## config.mk

```make
export PLATFORM = sky130hd
export DESIGN_NAME = ysyx_25030085_lsu
export DESIGN_NICKNAME = d
export VERILOG_FILES = /design/src/rtl/ysyx_25030085_lsu.sv
export SDC_FILE = /design/constraint.sdc
export NUM_CORES = 1
export LEC_CHECK = 0
export BUFFER_PORTS_ARGS = -buffer_cell sky130_fd_sc_hd__buf_4
export CAP_MARGIN = 15
export CORE_MARGIN = 2
export CORE_UTILIZATION = 45
export DETAILED_ROUTE_END_ITERATION = 7
export PLACE_DENSITY = 0.75
export REMOVE_ABC_BUFFERS = 1
export SLEW_MARGIN = 20
export SYNTH_ARGS = -nofsm -noshare
export SYNTH_HDL_FRONTEND = slang
export SYNTH_SLANG_ARGS = --single-unit
```

## constraint.sdc

```tcl
create_clock -name clk -period 3.6 [get_ports clk]
set_clock_uncertainty 0.2 [all_clocks]
set_input_delay 0.72 -clock clk [delete_from_list [all_inputs] [get_ports clk]]
set_output_delay 0.72 -clock clk [all_outputs]
set_load 0.02 [all_outputs]
```

## src/rtl/ysyx_25030085_lsu.sv

```systemverilog
// ysyx_25030085_lsu: multi-cycle load/store unit between the execute stage
// and a valid/ready data-memory bus. It places store bytes on their lanes,
// builds the write strobes, extracts and extends load data, and reports
// misaligned, illegal and timed-out accesses back to the core.
module ysyx_25030085_lsu #(
  parameter int TIMEOUT = 255
) (
  input  logic        clk,
  input  logic        rst,
  input  logic        lsu_valid,
  input  logic        mem_read,
  input  logic        mem_write,
  input  logic [2:0]  mem_op,
  input  logic [31:0] addr,
  input  logic [31:0] wdata,
  output logic        lsu_busy,
  output logic        lsu_done,
  output logic [31:0] lsu_rdata,
  output logic        lsu_err,
  output logic [1:0]  err_cause,
  output logic        bus_req_valid,
  input  logic        bus_req_ready,
  output logic        bus_req_we,
  output logic [31:0] bus_req_addr,
  output logic [31:0] bus_req_wdata,
  output logic [3:0]  bus_req_wstrb,
  input  logic        bus_resp_valid,
  input  logic [31:0] bus_resp_rdata,
  output logic        bus_resp_ready
);

  localparam logic [1:0] StIdle = 2'd0;
  localparam logic [1:0] StReq  = 2'd1;
  localparam logic [1:0] StResp = 2'd2;
  localparam logic [1:0] StDone = 2'd3;

  localparam logic [1:0] ErrNone     = 2'b00;
  localparam logic [1:0] ErrMisalign = 2'b01;
  localparam logic [1:0] ErrTimeout  = 2'b10;
  localparam logic [1:0] ErrIllegal  = 2'b11;

  // Last counter value that may still see a handshake; anything at or past
  // it without a handshake aborts the access.
  localparam logic [7:0] TimeoutLast = 8'(TIMEOUT - 1);

  logic [1:0]  state_q, state_d;
  logic [7:0]  cnt_q, cnt_d;
  logic [2:0]  op_q, op_d;
  logic [1:0]  offs_q, offs_d;
  logic        we_q, we_d;
  logic [31:0] reqAddr_q, reqAddr_d;
  logic [31:0] reqWdata_q, reqWdata_d;
  logic [3:0]  reqWstrb_q, reqWstrb_d;
  logic [31:0] rdata_q, rdata_d;
  logic [1:0]  errCause_q, errCause_d;

  logic        startAccess;
  logic        illegalAccess;
  logic        misalignedAccess;
  logic [31:0] storeData;
  logic [3:0]  storeStrb;
  logic [31:0] loadData;
  logic [7:0]  loadByte;
  logic [15:0] loadHalf;
  logic        timeoutHit;

  assign startAccess = lsu_valid & (mem_read | mem_write);
  assign timeoutHit  = (cnt_q >= TimeoutLast);

  // Classify the incoming access; illegal encodings take priority over alignment.
  always_comb begin
    illegalAccess    = 1'b0;
    misalignedAccess = 1'b0;
    if (mem_read && mem_write) begin
      illegalAccess = 1'b1;
    end else if (mem_read) begin
      illegalAccess = (mem_op == 3'b011) || (mem_op == 3'b110) || (mem_op == 3'b111);
    end else if (mem_write) begin
      illegalAccess = (mem_op != 3'b000) && (mem_op != 3'b001) && (mem_op != 3'b010);
    end
    if (mem_op[1:0] == 2'b01) begin
      misalignedAccess = addr[0];
    end else if (mem_op == 3'b010) begin
      misalignedAccess = (addr[1:0] != 2'b00);
    end
  end

  // Shift store data onto its byte lanes and build the matching strobes.
  always_comb begin
    storeData = 32'h0;
    storeStrb = 4'b0000;
    if (mem_write) begin
      case (mem_op[1:0])
        2'b00: begin
          storeData = {24'h0, wdata[7:0]} << {addr[1:0], 3'b000};
          storeStrb = 4'b0001 << addr[1:0];
        end
        2'b01: begin
          storeData = {16'h0, wdata[15:0]} << {addr[1], 4'b0000};
          storeStrb = 4'b0011 << {addr[1], 1'b0};
        end
        default: begin
          storeData = wdata;
          storeStrb = 4'b1111;
        end
      endcase
    end
  end

  // Pull the addressed lane out of the returned word and extend it.
  always_comb begin
    loadByte = 8'(bus_resp_rdata >> {offs_q, 3'b000});
    loadHalf = 16'(bus_resp_rdata >> {offs_q[1], 4'b0000});
    case (op_q)
      3'b000:  loadData = {{24{loadByte[7]}}, loadByte};
      3'b001:  loadData = {{16{loadHalf[15]}}, loadHalf};
      3'b100:  loadData = {24'h0, loadByte};
      3'b101:  loadData = {16'h0, loadHalf};
      default: loadData = bus_resp_rdata;
    endcase
  end

  // Sequence an access through capture, request, response and completion.
  always_comb begin
    state_d    = state_q;
    cnt_d      = cnt_q;
    op_d       = op_q;
    offs_d     = offs_q;
    we_d       = we_q;
    reqAddr_d  = reqAddr_q;
    reqWdata_d = reqWdata_q;
    reqWstrb_d = reqWstrb_q;
    rdata_d    = rdata_q;
    errCause_d = errCause_q;
    case (state_q)
      StIdle: begin
        if (startAccess) begin
          op_d       = mem_op;
          offs_d     = addr[1:0];
          we_d       = mem_write;
          reqAddr_d  = {addr[31:2], 2'b00};
          reqWdata_d = storeData;
          reqWstrb_d = storeStrb;
          if (illegalAccess) begin
            errCause_d = ErrIllegal;
            state_d    = StDone;
          end else if (misalignedAccess) begin
            errCause_d = ErrMisalign;
            state_d    = StDone;
          end else begin
            errCause_d = ErrNone;
            cnt_d      = 8'd0;
            state_d    = StReq;
          end
        end
      end
      StReq: begin
        cnt_d = cnt_q + 8'd1;
        if (bus_req_ready) begin
          state_d = StResp;
        end else if (timeoutHit) begin
          errCause_d = ErrTimeout;
          state_d    = StDone;
        end
      end
      StResp: begin
        cnt_d = cnt_q + 8'd1;
        if (bus_resp_valid) begin
          if (!we_q) begin
            rdata_d = loadData;
          end
          state_d = StDone;
        end else if (timeoutHit) begin
          errCause_d = ErrTimeout;
          state_d    = StDone;
        end
      end
      default: begin
        state_d = StIdle;
      end
    endcase
  end

  // Register the FSM, the captured request and the completion results.
  always_ff @(posedge clk) begin
    if (rst) begin
      state_q    <= StIdle;
      cnt_q      <= 8'd0;
      op_q       <= 3'b000;
      offs_q     <= 2'b00;
      we_q       <= 1'b0;
      reqAddr_q  <= 32'h0;
      reqWdata_q <= 32'h0;
      reqWstrb_q <= 4'b0000;
      rdata_q    <= 32'h0;
      errCause_q <= ErrNone;
    end else begin
      state_q    <= state_d;
      cnt_q      <= cnt_d;
      op_q       <= op_d;
      offs_q     <= offs_d;
      we_q       <= we_d;
      reqAddr_q  <= reqAddr_d;
      reqWdata_q <= reqWdata_d;
      reqWstrb_q <= reqWstrb_d;
      rdata_q    <= rdata_d;
      errCause_q <= errCause_d;
    end
  end

  assign lsu_busy       = (state_q != StIdle);
  assign lsu_done       = (state_q == StDone);
  assign lsu_rdata      = rdata_q;
  assign err_cause      = errCause_q;
  assign lsu_err        = (errCause_q != ErrNone);
  assign bus_req_valid  = (state_q == StReq);
  assign bus_resp_ready = (state_q == StResp);
  assign bus_req_we     = we_q;
  assign bus_req_addr   = reqAddr_q;
  assign bus_req_wdata  = reqWdata_q;
  assign bus_req_wstrb  = reqWstrb_q;

endmodule

```

==> metrics <==
outcome finished clean; Net Sw Frac 0.324; CTS hold repair buffers 0; GRT Residual Overflow 0; Syn Inst Count 639; vias in the first global route 5,332; post-layout net count about 940; commonest non-fill, non-tap cell in the layout buf_4; Total GRT Usage 0.259; drt drc 0; Reg area between 2000 and 2500 µm²; commonest cells after routing, fill and taps aside buf_4 (221), nand2_1 (132), dfxtp_1 (116); CP Capture Type output pin; Initial Util 0.461; initial antenna violation count 0; Rows 39; final number of hold-violating endpoints 0; share of cells above drive strength 1 0.320; combined area of the multi-input logic cells between 2000 and 3000 µm²; # port buffers 211; Seq cells post-synth between 100 and 150; core box area about 11,000 µm²; final setup vio count 0; Tmin final between 2 and 2.5 ns; Fin Setup TNS 0 ns; synthesis-to-layout area growth 43.4%; prevailing post-synth register cell dfxtp_1; Die Height approximately 110 µm; Max transition margin 0.353; CTS tree built; worst hold margin between 0.2 and 0.3 ns; Crit Path Class register to output pin; dpl hpwl 11.5 mm; Worst-path clk slew 0.05 ns; filler instances 936; Iter 0 DRT Violations 356; HP Class register to register; total number of H-tree levels 4; internal power 0.00335 W; max-slew violation count 0; Post-Route WL approximately 16 mm; Clock Latency Late Sink 0.41 ns; VDD IR max 405 µV; Comb power frac 0.307; Cell Area, Synth between 5000 and 6000 µm²; sw power 0.00161 W; Power Density 660 nW/µm²; Vias approximately 5,400; Leak 3.19 nW; clock root cell clkbuf_16; pin count of the biggest net entering global routing 52; data arrival time of the worst path 1.56 ns; EDFF count, synth 0; Met3 Routed Length approximately 1.5 mm; peak fanout along the critical path 7; max-cap viol count 0; DR top layer met4; die area between 10,000 and 15,000 µm²; WL met2 8.01 mm; ys async rst share 0; post-CTS sizing 0; Worst-Margin Slew 0.968 ns; Sequential Power Share 0.325; CTS buffer count 17; sequential share of the synthesized area 0.443; # IOs 214; drt pass-1 iters 5; FMAX between 400 and 500 MHz; n_diodes 0; DR WL/cell 16.6 µm; CTS Sinks 116; clock power share 0.369; post-synth cell types 54; CTS Buffer Depth 2; drt via density 5.51; Routed Antenna Nets 0; global-route wire length before repair roughly 26 mm; unrepaired setup endpoints after global routing no; syn avg cell area between 8 and 9 µm²; Die Width 112 µm; gpl congestion 0.839; M1 wire length 6.42 mm; period utilisation layout 0.690; synth warn 0; Post-CTS Setup Bufs 0; Worst EP required 2.68 ns; CP startpoint kind register
[registers in the layout, indices dropped and copies added (netlist names)]
signal and flops:
cnt_q 8, op_q 3, bus_req_we 1, lsu_rdata 32, bus_req_wstrb 4, bus_req_wdata 32, state_q 2, err_cause 2
bus_req_addr 30, offs_q 2
[power by group through the flow]
stage	registers [W]	clock network [W]	logic [W]
final	0.00161	0.00183	0.00152
after global routing	0.00164	0.00191	0.00166
after CTS	0.00161	0.00186	0.00153
after detailed placement	0.00163	0	0.00152
after global placement	0.00162	0	0.00149
after floorplan	0.00182	0	0.000678
[logic make-up after synthesis]
logic type / Yosys count / share of synthesized area
compound gates: 207 / 0.260
xor+xnor: 1 / 0.00167
fa+ha+maj: 7 / 0.0167
buf+inv: 62 / 0.0495
flops: 116 / 0.443
mux: 18 / 0.0387
other cells: 1 / 0.000716
simple gates: 227 / 0.189
[worst max-delay path, cell delays in order (launching register included)]
cell and delay, ns:
dfxtp_1 0.41, inv_1 0.11, ha_1 0.29, inv_1 0.17, buf_4 0.17
[path summary, 6_finish.rpt]
path / cells after the start / slack [ns] / start / to
worst min register to register: 2 / 0.25 / bus_req_addr[2] / bus_req_addr[2]
worst max-delay path: 4 / 1.12 / state_q[0] / lsu_busy
worst min-delay path: 2 / 0.25 / bus_req_addr[2] / bus_req_addr[2]
worst max register to register: 6 / 1.14 / state_q[0] / lsu_rdata[15]
[per-stage QoR]
step                worst slack, ns  std cells  utilization  power [W]  cell area [µm²]
CTS                            1.10        983        0.660    0.00500             7500
global route                  0.884        983        0.660    0.00520             7510
detailed placement            0.840        952        0.604    0.00315             6860
floorplan                    -0.377        588            -    0.00250             5020
global placement              0.908        952        0.604    0.00311             6860
finish                         1.12        983        0.660    0.00496             7510
[synth_stat cells (3+ instances only)]
cell,n,area share
dfxtp_1,116,0.44
a21oi_1,83,0.079
nor2_1,55,0.039
clkbuf_1,41,0.029
buf_4,4,0.0057
nor3_1,3,0.0029
a22o_1,16,0.027
o22ai_1,9,0.011
nor2b_1,3,0.0036
buf_2,3,0.0029
nand2_1,132,0.095
mux2i_1,9,0.017
o21ai_0,14,0.013
buf_1,3,0.0022
or3_1,4,0.0048
inv_1,10,0.0072
nand2b_1,5,0.0060
nand3_1,3,0.0029
mux2_2,8,0.017
nand3b_1,8,0.011
ha_1,7,0.017
a211oi_1,32,0.046
a22oi_1,31,0.044
o211ai_1,3,0.0043
[layout make-up]
class	count	share of cell area
multi-input cells	462	0.356
flip-flops and latches	116	0.309
repair buffers	221	0.221
clock buffers	21	0.0613
clock inverters	10	0.0238
well taps	143	0.0238
inverters	10	0.00500
[metal layers]
metal	track usage	vias up
met5	0	-
met4	0.104	0
met3	0.101	29
met2	0.438	222
met1	0.293	2532
li1	-	2631
No activity file was read; power rests on OpenSTA's default activity.
